File: config.mk
export PLATFORM = sky130hd
export DESIGN_NAME = dm_arbiter
export DESIGN_NICKNAME = d
export VERILOG_FILES = /design/src/rtl/dm_arb_pkg.sv /design/src/rtl/dm_arb_pick.sv /design/src/rtl/dm_arbiter.sv
export SDC_FILE = /design/constraint.sdc
export NUM_CORES = 1
export LEC_CHECK = 0
export BUFFER_PORTS_ARGS = -buffer_cell sky130_fd_sc_hd__buf_4
export CELL_PAD_IN_SITES_DETAIL_PLACEMENT = 0
export CELL_PAD_IN_SITES_GLOBAL_PLACEMENT = 1
export CORE_MARGIN = 3
export CORE_UTILIZATION = 32
export CTS_CLUSTER_SIZE = 40
export DETAILED_ROUTE_END_ITERATION = 10
export GPL_ROUTABILITY_DRIVEN = 1
export GPL_TIMING_DRIVEN = 0
export PLACE_DENSITY_LB_ADDON = 0.3
export REMOVE_ABC_BUFFERS = 1
export SLEW_MARGIN = 10
export SYNTH_ARGS = -nofsm -noshare
export SYNTH_HDL_FRONTEND = slang
export SYNTH_SLANG_ARGS = --single-unit
File: constraint.sdc
create_clock -name clk -period 8.1 [get_ports clk]
set_clock_uncertainty 0.15 [all_clocks]
set_input_delay 0.405 -clock clk [delete_from_list [all_inputs] [get_ports clk]]
set_output_delay 0.405 -clock clk [all_outputs]
set_load 0.1 [all_outputs]
File: src/rtl/dm_arb_pkg.sv
// rtl/dm_arb_pkg.sv - shared types and constants for the data-memory arbiter
package dm_arb_pkg;

    // Arbiter FSM: IDLE accepts new work, BURST walks the beats of a DMA burst
    typedef enum logic {
        IDLE  = 1'b0,
        BURST = 1'b1
    } dm_state_t;

    // Beat counter width; a burst is 1..16 beats
    localparam int BEAT_W = 4;

    // Number of implemented data-memory words
    localparam int MEM_WORDS_DEF = 3072;

    // True when the word index of a byte address lies inside the implemented memory
    function automatic logic word_ok(input logic [31:0] addr, input int words);
        return ({2'b00, addr[31:2]} < $unsigned(words));
    endfunction

endpackage

File: src/rtl/dm_arb_pick.sv
// rtl/dm_arb_pick.sv - two-requester grant selection with round-robin or fixed CPU priority
module dm_arb_pick #(
    parameter int CPU_PRIO = 1
) (
    input  logic       c_req,
    input  logic       d_req,
    input  logic       last_dma,
    output logic [1:0] gnt
);

    // gnt[0] = CPU, gnt[1] = DMA; on a conflict the CPU wins under fixed
    // priority, otherwise whoever was not served at the last conflict wins
    always_comb begin
        gnt = 2'b00;
        if (c_req && d_req) begin
            if ((CPU_PRIO != 0) || last_dma) begin
                gnt = 2'b01;
            end else begin
                gnt = 2'b10;
            end
        end else if (c_req) begin
            gnt = 2'b01;
        end else if (d_req) begin
            gnt = 2'b10;
        end
    end

endmodule

File: src/rtl/dm_arbiter.sv
// rtl/dm_arbiter.sv - single-port data-memory arbiter between CPU word accesses and DMA bursts
module dm_arbiter
    import dm_arb_pkg::*;
#(
    parameter int CPU_PRIO  = 1,
    parameter int MEM_WORDS = MEM_WORDS_DEF
) (
    input  logic        clk,
    input  logic        rst,

    input  logic        c_req,
    input  logic        c_we,
    input  logic [31:0] c_addr,
    input  logic [31:0] c_wdata,
    input  logic [31:0] c_pc,
    output logic        c_gnt,
    output logic [31:0] c_rdata,
    output logic        c_rvalid,

    input  logic        d_req,
    input  logic        d_we,
    input  logic [31:0] d_addr,
    input  logic [31:0] d_wdata,
    input  logic [3:0]  d_len,
    output logic        d_gnt,
    output logic [31:0] d_rdata,
    output logic        d_rvalid,
    output logic        d_done,

    output logic [31:0] m_addr,
    output logic [31:0] m_wd,
    output logic [31:0] m_pc,
    output logic        m_wr,
    input  logic [31:0] m_rd
);

    dm_state_t         state;
    logic [31:0]       base_q;
    logic              we_q;
    logic [BEAT_W-1:0] len_q;
    logic [BEAT_W-1:0] cnt_q;
    logic              last_dma;

    logic              in_burst;
    logic              cpu_want;
    logic              dma_want;
    logic              conflict;
    logic [1:0]        gnt;
    logic [31:0]       dma_addr;
    logic              dma_we;
    logic [31:0]       acc_addr;
    logic              addr_ok;

    assign in_burst = (state == BURST);

    // Reset masks both requesters so every output is quiet in the reset cycle.
    // During a burst the DMA side always wants the port; d_req is only sampled in IDLE.
    assign cpu_want = ~rst & c_req;
    assign dma_want = ~rst & (in_burst | d_req);
    assign conflict = cpu_want & dma_want;

    dm_arb_pick #(
        .CPU_PRIO (CPU_PRIO)
    ) u_pick (
        .c_req    (cpu_want),
        .d_req    (dma_want),
        .last_dma (last_dma),
        .gnt      (gnt)
    );

    assign c_gnt = gnt[0];
    assign d_gnt = gnt[1];

    // Beat 0 comes straight from the request inputs; later beats from the latched base
    assign dma_addr = in_burst ? (base_q + 32'({cnt_q, 2'b00})) : d_addr;
    assign dma_we   = in_burst ? we_q : d_we;
    assign acc_addr = c_gnt ? c_addr : dma_addr;
    assign addr_ok  = word_ok(acc_addr, MEM_WORDS);

    // Memory port mux: the granted side drives the port, writes beyond the memory are dropped
    always_comb begin
        m_addr = 32'd0;
        m_wd   = 32'd0;
        m_pc   = 32'd0;
        m_wr   = 1'b0;
        if (c_gnt) begin
            m_addr = c_addr;
            m_wd   = c_wdata;
            m_pc   = c_pc;
            m_wr   = c_we & addr_ok;
        end else if (d_gnt) begin
            m_addr = dma_addr;
            m_wd   = d_wdata;
            m_wr   = dma_we & addr_ok;
        end
    end

    // Burst FSM: latch the burst on beat 0, advance only on issued beats, pulse done after the last
    always_ff @(posedge clk) begin
        if (rst) begin
            state    <= IDLE;
            base_q   <= 32'd0;
            we_q     <= 1'b0;
            len_q    <= '0;
            cnt_q    <= '0;
            last_dma <= 1'b1;
            d_done   <= 1'b0;
        end else begin
            d_done <= 1'b0;
            if (conflict) begin
                last_dma <= d_gnt;
            end
            if (d_gnt) begin
                if (!in_burst) begin
                    base_q <= d_addr;
                    we_q   <= d_we;
                    len_q  <= d_len;
                    if (d_len == '0) begin
                        d_done <= 1'b1;
                    end else begin
                        state <= BURST;
                        cnt_q <= BEAT_W'(1);
                    end
                end else if (cnt_q == len_q) begin
                    state  <= IDLE;
                    cnt_q  <= '0;
                    d_done <= 1'b1;
                end else begin
                    cnt_q <= cnt_q + BEAT_W'(1);
                end
            end
        end
    end

    // Read return: capture memory data one cycle after a granted read, zero for unbacked words
    always_ff @(posedge clk) begin
        if (rst) begin
            c_rdata  <= 32'd0;
            c_rvalid <= 1'b0;
            d_rdata  <= 32'd0;
            d_rvalid <= 1'b0;
        end else begin
            c_rvalid <= c_gnt & ~c_we;
            d_rvalid <= d_gnt & ~dma_we;
            if (c_gnt && !c_we) begin
                c_rdata <= addr_ok ? m_rd : 32'd0;
            end
            if (d_gnt && !dma_we) begin
                d_rdata <= addr_ok ? m_rd : 32'd0;
            end
        end
    end

endmodule

==> impl_metrics.toml, run 1 <==
[status]
outcome = "completed"

[finish]
drive_gt1_share_pct = 40.63
multi_input_area_mm2 = 0.003522
antennaDiodeCount = 0
fill_cells = 1797
nets = 1291
regArea_mm2 = 0.002183
area_growth_pct = 55.84

[clock_network]
ctsResizeCount = 0
holdBufCountCts = 0
worstSkewPairLatency_ns = 0.37
max-clock-path-buffers = 2
h-tree-depth = 3
post_cts_buffers = 0
cts-root-buf = "clkbuf_16"
numCtsBuffers = 9
tritoncts = "built"
clkSinkCount = 109
clk_pin_slew_worst_paths_ns = 0.09

[timing]
tightestPinTransition_ns = 0.8455
setup_viol = 0
slew_viol_final = 0
fmaxAchievable_ghz = 0.2212
fin_tns_setup_ns = 0
hold_viol = 0
fin_crit_sh_pct = 55.81
period_needed_ns = 4.520
rsz0062_at_grt = "no"
maxSlewHeadroom_pct = 43.63

[detailed_routing]
first_pass_iters = 5
routedWlPerCell_um = 18.00
vias_per_cell = 5.070
drt_iter0_markers = 393
drcViolationCount = 0
via_count = 6677
routed_wl_mm = 23.71
ant_nets = 0

[worst_setup_path]
arrival_ns = 3.97
crit_family = "compound AO/OA/AOI/OAI gates"
path_cells = "ha_1 -> a211o_1 -> a21oi_2 -> or3b_2 -> nor3_1 -> xnor2_1 -> a31oi_1 -> or4b_2 -> o32ai_1 -> buf_4"
critPathBufInv = 1
worst_setup_path_start_kind = "flop"
crit_type = "reg2out"
end_kind = "primary output"
critPathSlowestCell = "or4b_2"
crit_fanout = 10
slowest_delay_ns = 0.67
required_ns = 7.55

[place]
dp_hpwl_mm = 18.17
place.gp.congestion = 0.7942
port_buffers = 367

[die]
core_mm2 = 0.01809
start_util_pct = 32.81
die_h_um = 142.2
num_rows = 49
dieArea_mm2 = 0.02021
die_w_um = 142.2
ios = 368

[flow_run]
cap_violations = 0

[grt]
grt_overflow = 0
grt_pass1_wl_mm = 35.13
grt_usage_pct = 21.85
antenna_found_initial = 0
first_global_vias = 6272
grt_start_max_net_pins = 89

[power]
leakage_nw = 4.129
powerDensity_mw_per_mm2 = 160.6
ir_drop_mv = 0.1099
p_total_mw = 1.485

[yosys]
synthArstFlopShare_pct = 0
synth_edf_count = 0
synth_seq_cells = 109
yosysUniqueCellTypes = 60
yosys.area.top_type = "dfxtp_1"
syn_area_mm2 = 0.005933
ys_warn_count = 0
netlist_top_cells_count = "nand2_1 (177), dfxtp_1 (109), a22o_1 (73)"
synth-main-ff-cell = "dfxtp_1"
synth.most_common_cell = "nand2_1"
syn_avg_cell_area_um2 = 7.879
ys_seq_area_share_pct = 36.78
synth_top_area_share_pct = 36.78
synth_cells = 753
synthTopCellsByArea = "dfxtp_1 (37%), nand2_1 (11%), a22o_1 (11%)"

[hold_path]
min_path_type = "in2reg"
## stage by stage
step	instance area, um^2	setup WS [ns]	util, %	hold slack, ns	instances
after CTS	9246	3.599	51.12	0.08661	1317
after detailed placement	8937	4.009	49.42	0.2929	1301
after global placement	8728	0.8387	48.26	0.2869	1292
after floorplan	5687	1.806	-	0.2805	696
final	9246	3.580	51.12	0.09718	1317
after global routing	9246	3.302	51.12	0.09642	1317
## layout make-up
cell class,instances,share of cell area [%]
Clock buffer,9,2.436
Clock inverter,7,0.9066
Multi-Input combinational cell,581,38.09
Timing Repair Buffer,376,31.58
Sequential cell,109,23.61
Inverter,6,0.2706
Tap cell,229,3.099
## cells in the final DEF, fill, tap and decap left out, types with 3 or more instances in the layout
cell type	instances
inv_1	4
and2_1	33
nor3_1	10
nor2b_1	4
a21oi_1	48
nor2_1	36
nand2b_1	4
a21o_1	5
o21ai_2	29
dfxtp_1	108
buf_12	4
xnor2_1	16
inv_8	3
a31oi_1	16
a22o_1	73
nor2_4	4
xor2_1	12
a211oi_1	3
or4_1	4
and4_1	5
clkbuf_16	9
ha_1	5
nand4_1	9
and3_1	4
nor4_1	10
nand2_1	177
buf_4	368
o21ai_0	21
nand3_1	8
o211ai_1	5
## cells by family after synthesis
family	count (synthesis)	synth area share, %
buf+inv	63	4.534
simple gates	323	25.35
mux	2	0.3585
xor+xnor	28	4.133
compound gates	222	27.46
flops	109	36.78
fa+ha+maj	6	1.392
## final timing paths
kind               startpoint          end  slack [ns]  cells past startpoint
hold / removal       m_rd[13]  c_rdata[13]         0.1                      2
hold reg to reg   d_rdata[10]  d_rdata[10]        0.31                      2
setup / recovery     cnt_q[1]         m_wr        3.58                     10
setup reg to reg     cnt_q[0]   d_rdata[0]        4.16                     10
## where the power goes
part | internal, mW | switching (mW) | total [mW]
Combinational | 0.144 | 0.328 | 0.472
Sequential | 0.543 | 0.00973 | 0.553
Clock | 0.223 | 0.237 | 0.460
## worst reg2reg max path, stage by stage, from the launching register on
cell and delay [ns]:
dfxtp_1 0.48, ha_1 0.27, fa_1 0.23, nand3_1 0.11, and2_1 0.25, nor4_1 0.36, xnor2_1 0.16, a21oi_1 0.18
or4b_2 0.70, or4_4 0.72, o21ai_0 0.27
## registers in the layout, indices dropped and copies added, names as in the netlist
register and flops:
d_done 1, c_rdata 32, in_burst 1, c_rvalid 1, d_rdata 32, we_q 1
base_q 32, cnt_q 4, len_q 4, d_rvalid 1
## routing by layer
| layer | wire length, um | up-vias | share of wire, % | global-route usage (%) |
|---|---|---|---|---|
| li1 | - | 3348 | - | - |
| met1 | 10120 | 3080 | 43 | 28.05 |
| met2 | 11320 | 232 | 48 | 36.65 |
| met3 | 2027 | 17 | 8.6 | 6.048 |
| met4 | 235 | 0 | 0.99 | 5.000 |
| met5 | 0 | - | 0 | 0 |
Power figures use the tool's default switching activity.
==> run 2, diff against run 1 <==
CORE_UTILIZATION = 27   (was 32)
clock period = 3.7 ns   (was 8.1 ns; I/O delays follow)
==> run 2 against run 1 <==
Net effect: total power is 120% higher; die area is 18% higher; combinational power is 140% higher; via count is 6.7% higher; register-to-register slack worse by 4.0 ns; final cell count is 9.6% higher.
==> impl_metrics.toml, run 2 (same netlist as run 1, synthesis figures left out) <==
[status]
outcome = "completed"

[place]
place.gp.congestion = 0.8258
dpl-instance-area_mm2 = 0.008999
dp_hpwl_mm = 18.48
port_buffers = 367
place_inst = 1347

[detailed_routing]
vias_per_cell = 4.936
routedWlPerCell_um = 17.57
routed_wl_mm = 25.35
first_pass_iters = 7
drcViolationCount = 0
ant_nets = 0
via_count = 7122
drt_iter0_markers = 350

[worst_setup_path]
worstReg2RegEnd = "d_rdata[13]"
end_kind = "primary output"
r2r_cells = 10
timing.rr.start = "cnt_q[0]"
required_ns = 3.37
rrSetupSlack_ns = 0.17
arrival_ns = 3.30
crit_type = "reg2out"
crit_fanout = 6
worst_setup_path_start_kind = "flop"

[timing]
fmaxAchievable_ghz = 0.2750
period_needed_ns = 3.637
tightestPinTransition_ns = 0.8410
slew_viol_final = 0
holdWs_ns = 0.02833
rsz0062_at_grt = "yes"
fin_crit_sh_pct = 98.29
maxSlewHeadroom_pct = 43.80
setup_viol = 0
fin_tns_setup_ns = 0
hold_viol = 0

[die]
dieArea_mm2 = 0.02379
die_w_um = 154.2
ios = 368
die_h_um = 154.2
num_rows = 53
core_mm2 = 0.02129
start_util_pct = 27.87

[clock_network]
max-clock-path-buffers = 2
h-tree-depth = 3
numCtsBuffers = 9
tritoncts = "built"
worstSkewPairLatency_ns = 0.36
clk_pin_slew_worst_paths_ns = 0.08
cts-root-buf = "clkbuf_16"
clkSinkCount = 109

[power]
powerDensity_mw_per_mm2 = 321.1
leakage_nw = 4.457
ir_drop_mv = 0.2135
p_total_mw = 3.297

[finish]
final_common_cell = "buf_4"
nets = 1371
layout.cells.non_filler = 1443
antennaDiodeCount = 0
reg_top3 = "base_q (32), c_rdata (32), d_rdata (32)"
multi_input_area_mm2 = 0.003716
fin_area_mm2 = 0.01026
drive_gt1_share_pct = 41.18
regArea_mm2 = 0.002192
fill_cells = 2134
layout_common_cells = "buf_4 (377), nand2_1 (177), dfxtp_1 (103)"
area_growth_pct = 73.01

[grt]
antenna_found_initial = 0
grt_usage_pct = 19.61
first_global_vias = 6873
grt_overflow = 0
grt_pass1_wl_mm = 38.12
grt_start_max_net_pins = 93

[hold_path]
min_path_type = "in2reg"
min-delay-start = "d_req"
whs_path_depth = 3
hold_end = "in_burst"

[flow_run]
cap_violations = 0
run 2: changes by cell type in the layout (fill, tap and decap cells not counted), moves of 4 or more:
cell	delta
buf_4	+9
dfxtp_1	-5
dlygate4sd3_1	+69
dfxtp_2	+4
run 2: metrics by stage:
stage	worst slack, ns	utilization [%]
final	0.06340	48.22
after floorplan	-2.154	-
after detailed placement	-0.2134	42.27
after CTS	0.04617	47.74
after global routing	-0.06454	48.22
after global placement	-3.847	41.27
run 2: worst max-delay path by stage:
stage                     startpoint          end  slack (ns)  cells past startpoint
final                     base_q[18]         m_wr        0.06                     10
after global routing        cnt_q[1]         m_wr       -0.06                     10
after CTS                   cnt_q[0]  d_rdata[31]        0.05                     10
after detailed placement    cnt_q[0]   d_rdata[0]       -0.21                     10
after global placement      in_burst  d_rdata[27]       -3.85                      5
after floorplan                  rst         m_wr       -2.15                      6
run 2: area by class of cell:
type                       instances  share of cell area [%]
clock inverter                     6                  0.5241
sequential                       109                   21.36
multi-input combinational        583                   36.20
tap                              275                   3.352
clock buffer                      10                   2.328
inverter                           6                  0.2438
timing repair buffer             454                   35.99
run 2: critical path, cell delays in order (launching register included):
cell     delay [ns]
dfxtp_1        0.45
and4_1         0.32
nand4_1        0.28
buf_4          0.24
nor3_2         0.16
xnor2_2        0.16
a31oi_2        0.21
nor2_1         0.13
or4b_4         0.49
o32ai_4        0.23
buf_6          0.26
run 2: routing by layer:
layer	GRT usage (%)	up-vias	wire length (um)
li1	-	3500	-
met1	25.35	3346	10920
met2	32.82	261	12190
met3	5.792	15	2019
met4	3.701	0	214
met5	0	-	0
run 2: where the power goes:
group	leakage, nW	total, mW	switching (mW)	internal (mW)
sequential	0.884	1.21	0.0212	1.19
combinational	3.44	1.11	0.742	0.369
clock	0.135	0.977	0.488	0.488
total	4.46	3.30	1.25	2.05
run 2: repair_timing:
item | in CTS | in global routing
gates cloned | 1 | 1
buffers inserted | 7 | 2
pin swaps | 6 | 6
endpoints found under the setup margin | 33 | 33
resized for setup | 27 | 12
hold endpoints to repair | 101 | 0
hold buffers | 69 | 0
